## src/rtl/alu_cmd_driver_if.sv

```systemverilog
// Command, result and ALU-side signals of the ALU command driver.
// slave is the driver's view; master is the command source, result consumer and ALU.
interface alu_cmd_driver_if #(
  parameter int WIDTH = 4
);
  logic             cmd_valid;
  logic             cmd_ready;
  logic [2:0]       cmd_op;
  logic [WIDTH-1:0] cmd_a;
  logic [WIDTH-1:0] cmd_b;

  logic [WIDTH-1:0] alu_a;
  logic [WIDTH-1:0] alu_b;
  logic [2:0]       alu_ch;
  logic [WIDTH-1:0] alu_f;
  logic             zero_f;
  logic             over_f;
  logic             cout_f;

  logic             res_valid;
  logic             res_ready;
  logic [WIDTH-1:0] res_f;
  logic             res_zero;
  logic             res_over;
  logic             res_cout;

  modport slave (
    input  cmd_valid, cmd_op, cmd_a, cmd_b,
    output cmd_ready,
    output alu_a, alu_b, alu_ch,
    input  alu_f, zero_f, over_f, cout_f,
    output res_valid, res_f, res_zero, res_over, res_cout,
    input  res_ready
  );

  modport master (
    output cmd_valid, cmd_op, cmd_a, cmd_b,
    input  cmd_ready,
    input  alu_a, alu_b, alu_ch,
    output alu_f, zero_f, over_f, cout_f,
    input  res_valid, res_f, res_zero, res_over, res_cout,
    output res_ready
  );
endinterface

```

## src/rtl/alu_cmd_driver.sv

```systemverilog
// Drives a combinational ALU from registered operands, captures its outputs after SETTLE cycles.
// Latency: accept at edge k, result valid after edge k+SETTLE; command side stalls until the result handshake.
module alu_cmd_driver #(
  parameter int WIDTH  = 4,
  parameter int SETTLE = 1,
  parameter int CNT_W  = 8
) (
  input  logic             clk,
  input  logic             rst,
  alu_cmd_driver_if.slave  bus,
  output logic [CNT_W-1:0] op_count
);
  localparam int SW = (SETTLE > 1) ? $clog2(SETTLE) : 1;

  typedef enum logic [1:0] {
    IDLE = 2'd0,
    WAIT = 2'd1,
    RESP = 2'd2
  } state_t;

  state_t        state;
  logic [SW-1:0] settle_cnt;

  // cmd_ready/res_valid are registered alongside state so they stay a pure function of it.
  always_ff @(posedge clk) begin
    if (!rst) begin
      state         <= IDLE;
      settle_cnt    <= '0;
      bus.cmd_ready <= 1'b1;
      bus.res_valid <= 1'b0;
      bus.alu_a     <= '0;
      bus.alu_b     <= '0;
      bus.alu_ch    <= '0;
      bus.res_f     <= '0;
      bus.res_zero  <= 1'b0;
      bus.res_over  <= 1'b0;
      bus.res_cout  <= 1'b0;
      op_count      <= '0;
    end else begin
      case (state)
        IDLE: begin
          if (bus.cmd_valid) begin
            bus.alu_a     <= bus.cmd_a;
            bus.alu_b     <= bus.cmd_b;
            bus.alu_ch    <= bus.cmd_op;
            settle_cnt    <= SW'(SETTLE - 1);
            bus.cmd_ready <= 1'b0;
            state         <= WAIT;
          end
        end
        WAIT: begin
          if (settle_cnt != '0) begin
            settle_cnt <= settle_cnt - SW'(1);
          end else begin
            bus.res_f     <= bus.alu_f;
            bus.res_zero  <= bus.zero_f;
            bus.res_over  <= bus.over_f;
            bus.res_cout  <= bus.cout_f;
            bus.res_valid <= 1'b1;
            state         <= RESP;
          end
        end
        RESP: begin
          if (bus.res_ready) begin
            op_count      <= op_count + CNT_W'(1);
            bus.res_valid <= 1'b0;
            bus.cmd_ready <= 1'b1;
            state         <= IDLE;
          end
        end
        default: begin
          state         <= IDLE;
          bus.cmd_ready <= 1'b1;
          bus.res_valid <= 1'b0;
        end
      endcase
    end
  end
endmodule

```

## src/flat_wrapper.sv

```systemverilog
// flat-port wrapper written by rule: the top's interface ports become plain ports
module alu_cmd_driver_flat 
#(
  parameter int WIDTH  = 4,
  parameter int SETTLE = 1,
  parameter int CNT_W  = 8
)
  (clk, rst, op_count, bus_cmd_valid, bus_cmd_op, bus_cmd_a, bus_cmd_b, bus_cmd_ready, bus_alu_a, bus_alu_b, bus_alu_ch, bus_alu_f, bus_zero_f, bus_over_f, bus_cout_f, bus_res_valid, bus_res_f, bus_res_zero, bus_res_over, bus_res_cout, bus_res_ready);
  alu_cmd_driver_if #(.WIDTH(WIDTH)) bus_i ();
  input  logic clk;
  input  logic rst;
  output logic [CNT_W-1:0] op_count;
  input wire logic [$bits(bus_i.cmd_valid)-1:0] bus_cmd_valid;
  input wire logic [$bits(bus_i.cmd_op)-1:0] bus_cmd_op;
  input wire logic [$bits(bus_i.cmd_a)-1:0] bus_cmd_a;
  input wire logic [$bits(bus_i.cmd_b)-1:0] bus_cmd_b;
  output wire logic [$bits(bus_i.cmd_ready)-1:0] bus_cmd_ready;
  output wire logic [$bits(bus_i.alu_a)-1:0] bus_alu_a;
  output wire logic [$bits(bus_i.alu_b)-1:0] bus_alu_b;
  output wire logic [$bits(bus_i.alu_ch)-1:0] bus_alu_ch;
  input wire logic [$bits(bus_i.alu_f)-1:0] bus_alu_f;
  input wire logic [$bits(bus_i.zero_f)-1:0] bus_zero_f;
  input wire logic [$bits(bus_i.over_f)-1:0] bus_over_f;
  input wire logic [$bits(bus_i.cout_f)-1:0] bus_cout_f;
  output wire logic [$bits(bus_i.res_valid)-1:0] bus_res_valid;
  output wire logic [$bits(bus_i.res_f)-1:0] bus_res_f;
  output wire logic [$bits(bus_i.res_zero)-1:0] bus_res_zero;
  output wire logic [$bits(bus_i.res_over)-1:0] bus_res_over;
  output wire logic [$bits(bus_i.res_cout)-1:0] bus_res_cout;
  input wire logic [$bits(bus_i.res_ready)-1:0] bus_res_ready;
  assign bus_i.cmd_valid = bus_cmd_valid;
  assign bus_i.cmd_op = bus_cmd_op;
  assign bus_i.cmd_a = bus_cmd_a;
  assign bus_i.cmd_b = bus_cmd_b;
  assign bus_cmd_ready = bus_i.cmd_ready;
  assign bus_alu_a = bus_i.alu_a;
  assign bus_alu_b = bus_i.alu_b;
  assign bus_alu_ch = bus_i.alu_ch;
  assign bus_i.alu_f = bus_alu_f;
  assign bus_i.zero_f = bus_zero_f;
  assign bus_i.over_f = bus_over_f;
  assign bus_i.cout_f = bus_cout_f;
  assign bus_res_valid = bus_i.res_valid;
  assign bus_res_f = bus_i.res_f;
  assign bus_res_zero = bus_i.res_zero;
  assign bus_res_over = bus_i.res_over;
  assign bus_res_cout = bus_i.res_cout;
  assign bus_i.res_ready = bus_res_ready;
  alu_cmd_driver #(.WIDTH(WIDTH), .SETTLE(SETTLE), .CNT_W(CNT_W)) u_core (.clk(clk), .rst(rst), .bus(bus_i), .op_count(op_count));
endmodule
```

## config.mk

```make
export PLATFORM = sky130hd
export DESIGN_NAME = alu_cmd_driver_flat
export DESIGN_NICKNAME = d
export VERILOG_FILES = /design/src/rtl/alu_cmd_driver_if.sv /design/src/rtl/alu_cmd_driver.sv /design/src/flat_wrapper.sv
export SDC_FILE = /design/constraint.sdc
export NUM_CORES = 1
export LEC_CHECK = 0
export CELL_PAD_IN_SITES_DETAIL_PLACEMENT = 1
export CELL_PAD_IN_SITES_GLOBAL_PLACEMENT = 1
export CORE_ASPECT_RATIO = 0.8
export CORE_UTILIZATION = 43
export CTS_CLUSTER_DIAMETER = 60
export CTS_CLUSTER_SIZE = 16
export DETAILED_ROUTE_END_ITERATION = 7
export DONT_BUFFER_PORTS = 1
export GPL_ROUTABILITY_DRIVEN = 1
export PLACE_DENSITY = 0.79
export SYNTH_ARGS = -nofsm -noshare
export SYNTH_HDL_FRONTEND = slang
export SYNTH_SLANG_ARGS = --single-unit
```

## constraint.sdc

```tcl
create_clock -name clk -period 1.7 [get_ports clk]
set_clock_uncertainty 0.05 [all_clocks]
set_input_delay 0.425 -clock clk [delete_from_list [all_inputs] [get_ports clk]]
set_output_delay 0.425 -clock clk [all_outputs]
set_load 0.02 [all_outputs]
```

==> out/summary.txt, run 1 <==
Fmax - 0.6683 GHz
Fin util - 0.5020
Status - finished clean
Vias in the first global route - 826
Share of the synthesized area in the top cell type - 0.5252
Vias/cell - 5.372
Initial antenna violation count - 0
Via count - 838
Dominant cells by area after synthesis - dfxtp_1, mux2i_1, nor2_1, a21oi_1, o21ai_0
Reg area - 600.6 um^2
Design Area, Final - 0.001246 mm^2
ANT cells - 0
Area of the multi-input gates - 514.2 um^2
Crit end category - flop
Layout cell share with drive strength beyond 1 - 0.1083
GRT Residual Overflow - 0
Largest net degree at the start of global routing - 29
Total CTS buffers - 5
Top sig layer - met4
Number of synthesized flops with an enable pin - 0
Filler instances - 315
Pwr Density - 1024 mW/mm^2
Most common cell in the netlist - dfxtp_1
Die Area - 0.002871 mm^2
Die X - 59.66 um
Total Wirelength - 2409 um
Worst VDD drop - 0.4499 mV
# Post-CTS Setup Buffers - 0
Minimum hold slack - 145.0 ps
Resize count post-CTS - 0
Synth Cell Area - 0.001144 mm^2
CTS H-tree lvls - 2
Setup violations, final - 0
CTS clock-pin slew for the worst setup and hold paths - 90 ps
Post-synth top area cell - dfxtp_1
Unrepaired setup endpoints after global routing - no
Sink Count - 30
Hold Buf Count CTS - 0
Mapped Cells - 113
Maximum clock path buffer count - 2
Worst Tran Pin Value - 458.3 ps
Dominant synthesized flop cell - dfxtp_1
Port bufs - 0
Synth cell count leaders - dfxtp_1, nor2_1, mux2i_1, a21oi_1, o21ai_0
Pleak - 0.0005018 uW
GRT Total Usage - 0.1790
CORE AREA - 0.002482 mm^2
Cell variety after synth - 24
Req. time, crit path - 1890 ps
CP Max Fanout - 8
Die outline height - 48.13 um
Row count - 16
Hold WC Path Type - in2reg
R2R Setup Slk - 200 ps
Residual DRC count - 0
First-pass GRT wire length - 3574 um
Pre-antenna DRT Iters - 4
Clk_lat worst skew - 310 ps
Endpoints failing hold - 0
P&R area growth vs syn - 8.972%
DR WL met2 - 1174 um
Fin crit share - 0.8802
Synth Register Bits - 30
Initial Util - 0.4607
Drt initial violations - 21
MaxCap Viol Count - 0
Async SR Flop Fraction - 0
# IOs - 50
Root Buffer - clkbuf_4
GP Congestion - 0.8295
Post-Syn Nets - 136
Placed inst area - 0.001201 mm^2
Yosys Warn Count - 0
Tmin final - 1496 ps
Final ANT Viol Nets - 0
Critical path class - reg2reg
Register area share after synthesis - 0.5252
Detail Placement HPWL - 1731 um
Routed length per instance - 15.44 um
# nets final - 143
Pwr Total - 1276 uW
Slew margin rel. - 0.6940
Max-slew violations - 0
Mean Syn Cell Area - 10.12 um^2
M1 WL - 1060 um
Startpoint Class - flop
Setup TNS - 0 ps
CTS tree - yes
Critical Path AT - 1690 ps
Met3 routed WL - 137 um
-- routing by layer --
layer / vias to the layer above / global-route usage
met5: - / 0
met2: 25 / 0.3000
li1: 407 / -
met3: 5 / 0.07427
met1: 401 / 0.2042
met4: 0 / 0.08372
-- state kept, by name, summed over array words and instances, names as in the netlist --
register / cells
u_core.bus.alu_a: 4
u_core.bus.alu_b: 4
u_core.bus.alu_ch: 3
u_core.bus.cmd_ready: 1
u_core.bus.res_cout: 1
u_core.bus.res_f: 4
u_core.bus.res_over: 1
u_core.bus.res_valid: 1
u_core.bus.res_zero: 1
u_core.op_count: 8
u_core.state: 2
-- cells by family after synthesis --
logic type / count (synthesis) / share of synthesized area
AO/OA/AOI/OAI: 15 / 0.07439
multiplexers: 19 / 0.1663
flip-flops: 30 / 0.5252
XOR/XNOR: 2 / 0.01532
adder cells (fa/ha/maj): 1 / 0.01094
buffers and inverters: 6 / 0.02517
AND/OR/NAND/NOR: 40 / 0.1827
-- stage by stage --
stage,instances,worst slack (ps)
floorplan,113,282.0
global placement,149,285.9
detailed placement,149,216.3
CTS,156,211.7
global route,156,110.5
finish,156,203.7
-- cells in the final DEF (no fill, tap or decap), types with 2 or more instances in the layout --
cell type | netlist | final
clkbuf_1 | 2 | 2
nor3_1 | 2 | 2
nand4_1 | 2 | 2
o21ai_0 | 5 | 5
mux2i_1 | 19 | 19
dfxtp_1 | 30 | 30
nand2_1 | 2 | 2
or3_1 | 3 | 3
buf_4 | 1 | 5
clkbuf_4 | 0 | 5
a21oi_1 | 7 | 7
or4_1 | 2 | 2
xor2_1 | 2 | 2
o31ai_1 | 2 | 2
nor2_1 | 23 | 23
-- worst paths after layout --
kind,endpoint,from,cells after the start
setup / recovery,u_core.op_count[4],u_core.state[1],3
hold reg to reg,u_core.op_count[0],u_core.op_count[0],2
hold / removal,u_core.bus.cmd_ready,rst,1
setup reg to reg,u_core.op_count[4],u_core.state[1],3
-- power by group --
group / internal, uW / switching (uW)
Combinational: 48.8 / 51.7
Sequential: 737 / 64.9
Clock: 156 / 218
Total: 941 / 335
-- critical path, stage by stage (launching register included) --
cell      delay (ps)
dfxtp_1          520
nand4b_1         280
or3_1            410
a21oi_1          160
-- area by class of cell --
type	count	share of cell area
multi-input cells	77	0.4126
repair buffers	5	0.03012
flip-flops and latches	30	0.4819
inverters	1	0.003012
well taps	36	0.03614
clock buffers	7	0.03614
Power figures use the tool's default switching activity.
==> inputs of run 2 (changes only) <==
Settings changed: RECOVER_POWER set to 50.
==> run 2 against run 1 <==
Design area fell by 0.20%. Sequential power barely moved. Clock power barely moved. Via count rose by 0.12%. Routed wire length barely moved. Critical path depth did not move. Maximum frequency barely moved. First-iteration DRC count did not move. Largest cell class unchanged.
==> out/summary.txt, run 2 (synthesized netlist as in run 1, its figures left out) <==
CTS tree - yes
Critical Path AT - 1690 ps (about the same)
Req. time, crit path - 1890 ps (about the same)
Clk_lat worst skew - 310 ps (about the same)
Die Area - 0.002871 mm^2 (unchanged)
Sink Count - 30 (unchanged)
Hold Buf Count CTS - 0 (unchanged)
First-pass GRT wire length - 3574 um (unchanged)
GRT Total Usage - 0.1790 (unchanged)
Total Wirelength - 2408 um (about the same)
Unrepaired setup endpoints after global routing - no
Via count - 839 (+0.12%)
Layout cell share with drive strength beyond 1 - 0.1083 (unchanged)
Worst Tran Pin Value - 458.3 ps (unchanged)
CTS clock-pin slew for the worst setup and hold paths - 90 ps (about the same)
MaxCap Viol Count - 0 (unchanged)
Flop pwr share - 0.629 (about the same)
Biggest register - u_core.op_count
Startpoint Class - flop
CORE AREA - 0.002482 mm^2 (unchanged)
Die outline height - 48.13 um (unchanged)
P&R area growth vs syn - 8.752%
Clock network fraction of total power - 0.293 (about the same)
Sw Share - 0.2626 (about the same)
Worst VDD drop - 0.4499 mV (about the same)
Fin util - 0.5010 (-0.001008)
Reg2Reg Depth - 3 (unchanged)
Slew margin rel. - 0.6940 (unchanged)
Fin crit share - 0.8802 (about the same)
# nets final - 143 (unchanged)
Setup violations, final - 0 (unchanged)
Vias in the first global route - 826 (unchanged)
Largest net degree at the start of global routing - 29 (unchanged)
Final ANT Viol Nets - 0 (unchanged)
Filler instances - 316 (+0.32%)
Initial antenna violation count - 0 (unchanged)
Int Pwr - 940.3 uW (about the same)
Drt initial violations - 21 (unchanged)
Pleak - 0.0005011 uW (-0.15%)
Combinational fraction of design power - 0.078 (about the same)
Port bufs - 0 (unchanged)
Pwr Density - 1025 mW/mm^2 (+0.13%)
Setup TNS - 0 ps (unchanged)
Crit end category - flop
Most frequent cells in the layout - dfxtp_1, nor2_1, mux2i_1
FF-to-FF Start - u_core.state[1]
Total CTS buffers - 5 (unchanged)
# Post-CTS Setup Buffers - 0 (unchanged)
Residual DRC count - 0 (unchanged)
Detail Placement HPWL - 1731 um (unchanged)
ANT cells - 0 (unchanged)
CTS H-tree lvls - 2 (unchanged)
CP Max Fanout - 8 (unchanged)
Root Buffer - clkbuf_4
Die X - 59.66 um (unchanged)
Row count - 16 (unchanged)
Vias/cell - 5.378 (+0.12%)
CP Launch Point - u_core.state[1]
Maximum clock path buffer count - 2 (unchanged)
Max reg flops - 8 (unchanged)
Reg-to-Reg End - u_core.op_count[4]
R2R Setup Slk - 200 ps (about the same)
# IOs - 50 (unchanged)
P_sw - 334.9 uW (about the same)
Routed length per instance - 15.44 um (about the same)
Placed inst area - 0.001201 mm^2 (unchanged)
GP Congestion - 0.8295 (unchanged)
Pre-antenna DRT Iters - 4 (unchanged)
Hold WC Path Type - in2reg
Resize count post-CTS - 0 (unchanged)
Endpoints failing hold - 0 (unchanged)
Max-slew violations - 0 (unchanged)
Leading cell type in the layout, fill and taps excluded - dfxtp_1
Critical path class - reg2reg
Design Area, Final - 0.001244 mm^2 (-0.20%)
Worst Setup EP - u_core.op_count[4]
GRT Residual Overflow - 0 (unchanged)
Fmax - 0.6683 GHz (about the same)
Status - finished clean
Initial Util - 0.4607 (unchanged)
Tmin final - 1496 ps (-0.03300 ps)
[run 2: through the flow]
| step | setup WS [ps] | total power [uW] | std cells | hold slack (ps) |
|---|---|---|---|---|
| 6_report | 203.7 | 1275 | 156 | 144.9 |
| 2_1_floorplan | 282.0 | 897.5 | 113 | 451.2 |
| 3_3_place_gp | 285.9 | 912.9 | 149 | 452.3 |
| 4_1_cts | 211.7 | 1299 | 156 | 131.7 |
| 3_5_place_dp | 216.3 | 920.0 | 149 | 471.6 |
| 5_1_grt | 110.5 | 1342 | 156 | 124.0 |
[run 2: routing by layer]
| metal | vias to the layer above | track usage | wire length [um] |
|---|---|---|---|
| li1 | 408 | - | - |
| met1 | 401 | 0.2042 | 1058 |
| met2 | 25 | 0.3000 | 1174 |
| met3 | 5 | 0.07427 | 137 |
| met4 | 0 | 0.08372 | 36 |
| met5 | - | 0 | 0 |
[run 2: area by class of cell]
| cell class | count | area [um^2] | area share |
|---|---|---|---|
| Clock buffer | 7 | 45.04 | 0.03622 |
| Multi-Input combinational cell | 77 | 514.2 | 0.4135 |
| Timing Repair Buffer | 5 | 35.03 | 0.02817 |
| Sequential cell | 30 | 600.6 | 0.4829 |
| Inverter | 1 | 3.754 | 0.003018 |
| Tap cell | 36 | 45.04 | 0.03622 |
[run 2: how the worst min path moves through the flow]
stage / startpoint / endpoint / slack (ps) / depth (start not counted)
finish: rst / u_core.bus.cmd_ready / 140 / 1
global route: rst / u_core.bus.cmd_ready / 120 / 1
CTS: rst / u_core.bus.cmd_ready / 130 / 1
detailed placement: rst / u_core.bus.cmd_ready / 470 / 1
global placement: rst / u_core.bus.cmd_ready / 450 / 1
floorplan: rst / u_core.bus.cmd_ready / 450 / 1
[run 2: power groups by stage]
stage | logic (uW) | clock network, uW | registers (uW)
detailed placement | 102 | 0 | 818
CTS | 102 | 394 | 802
floorplan | 88.1 | 0 | 809
global route | 111 | 422 | 808
global placement | 96.7 | 0 | 816
finish | 99.5 | 374 | 802
[run 2: critical path, cell delays in order, from the launching register on]
cell and delay, ps:
dfxtp_1 520, nand4b_1 280, or3_1 410, a21oi_1 160
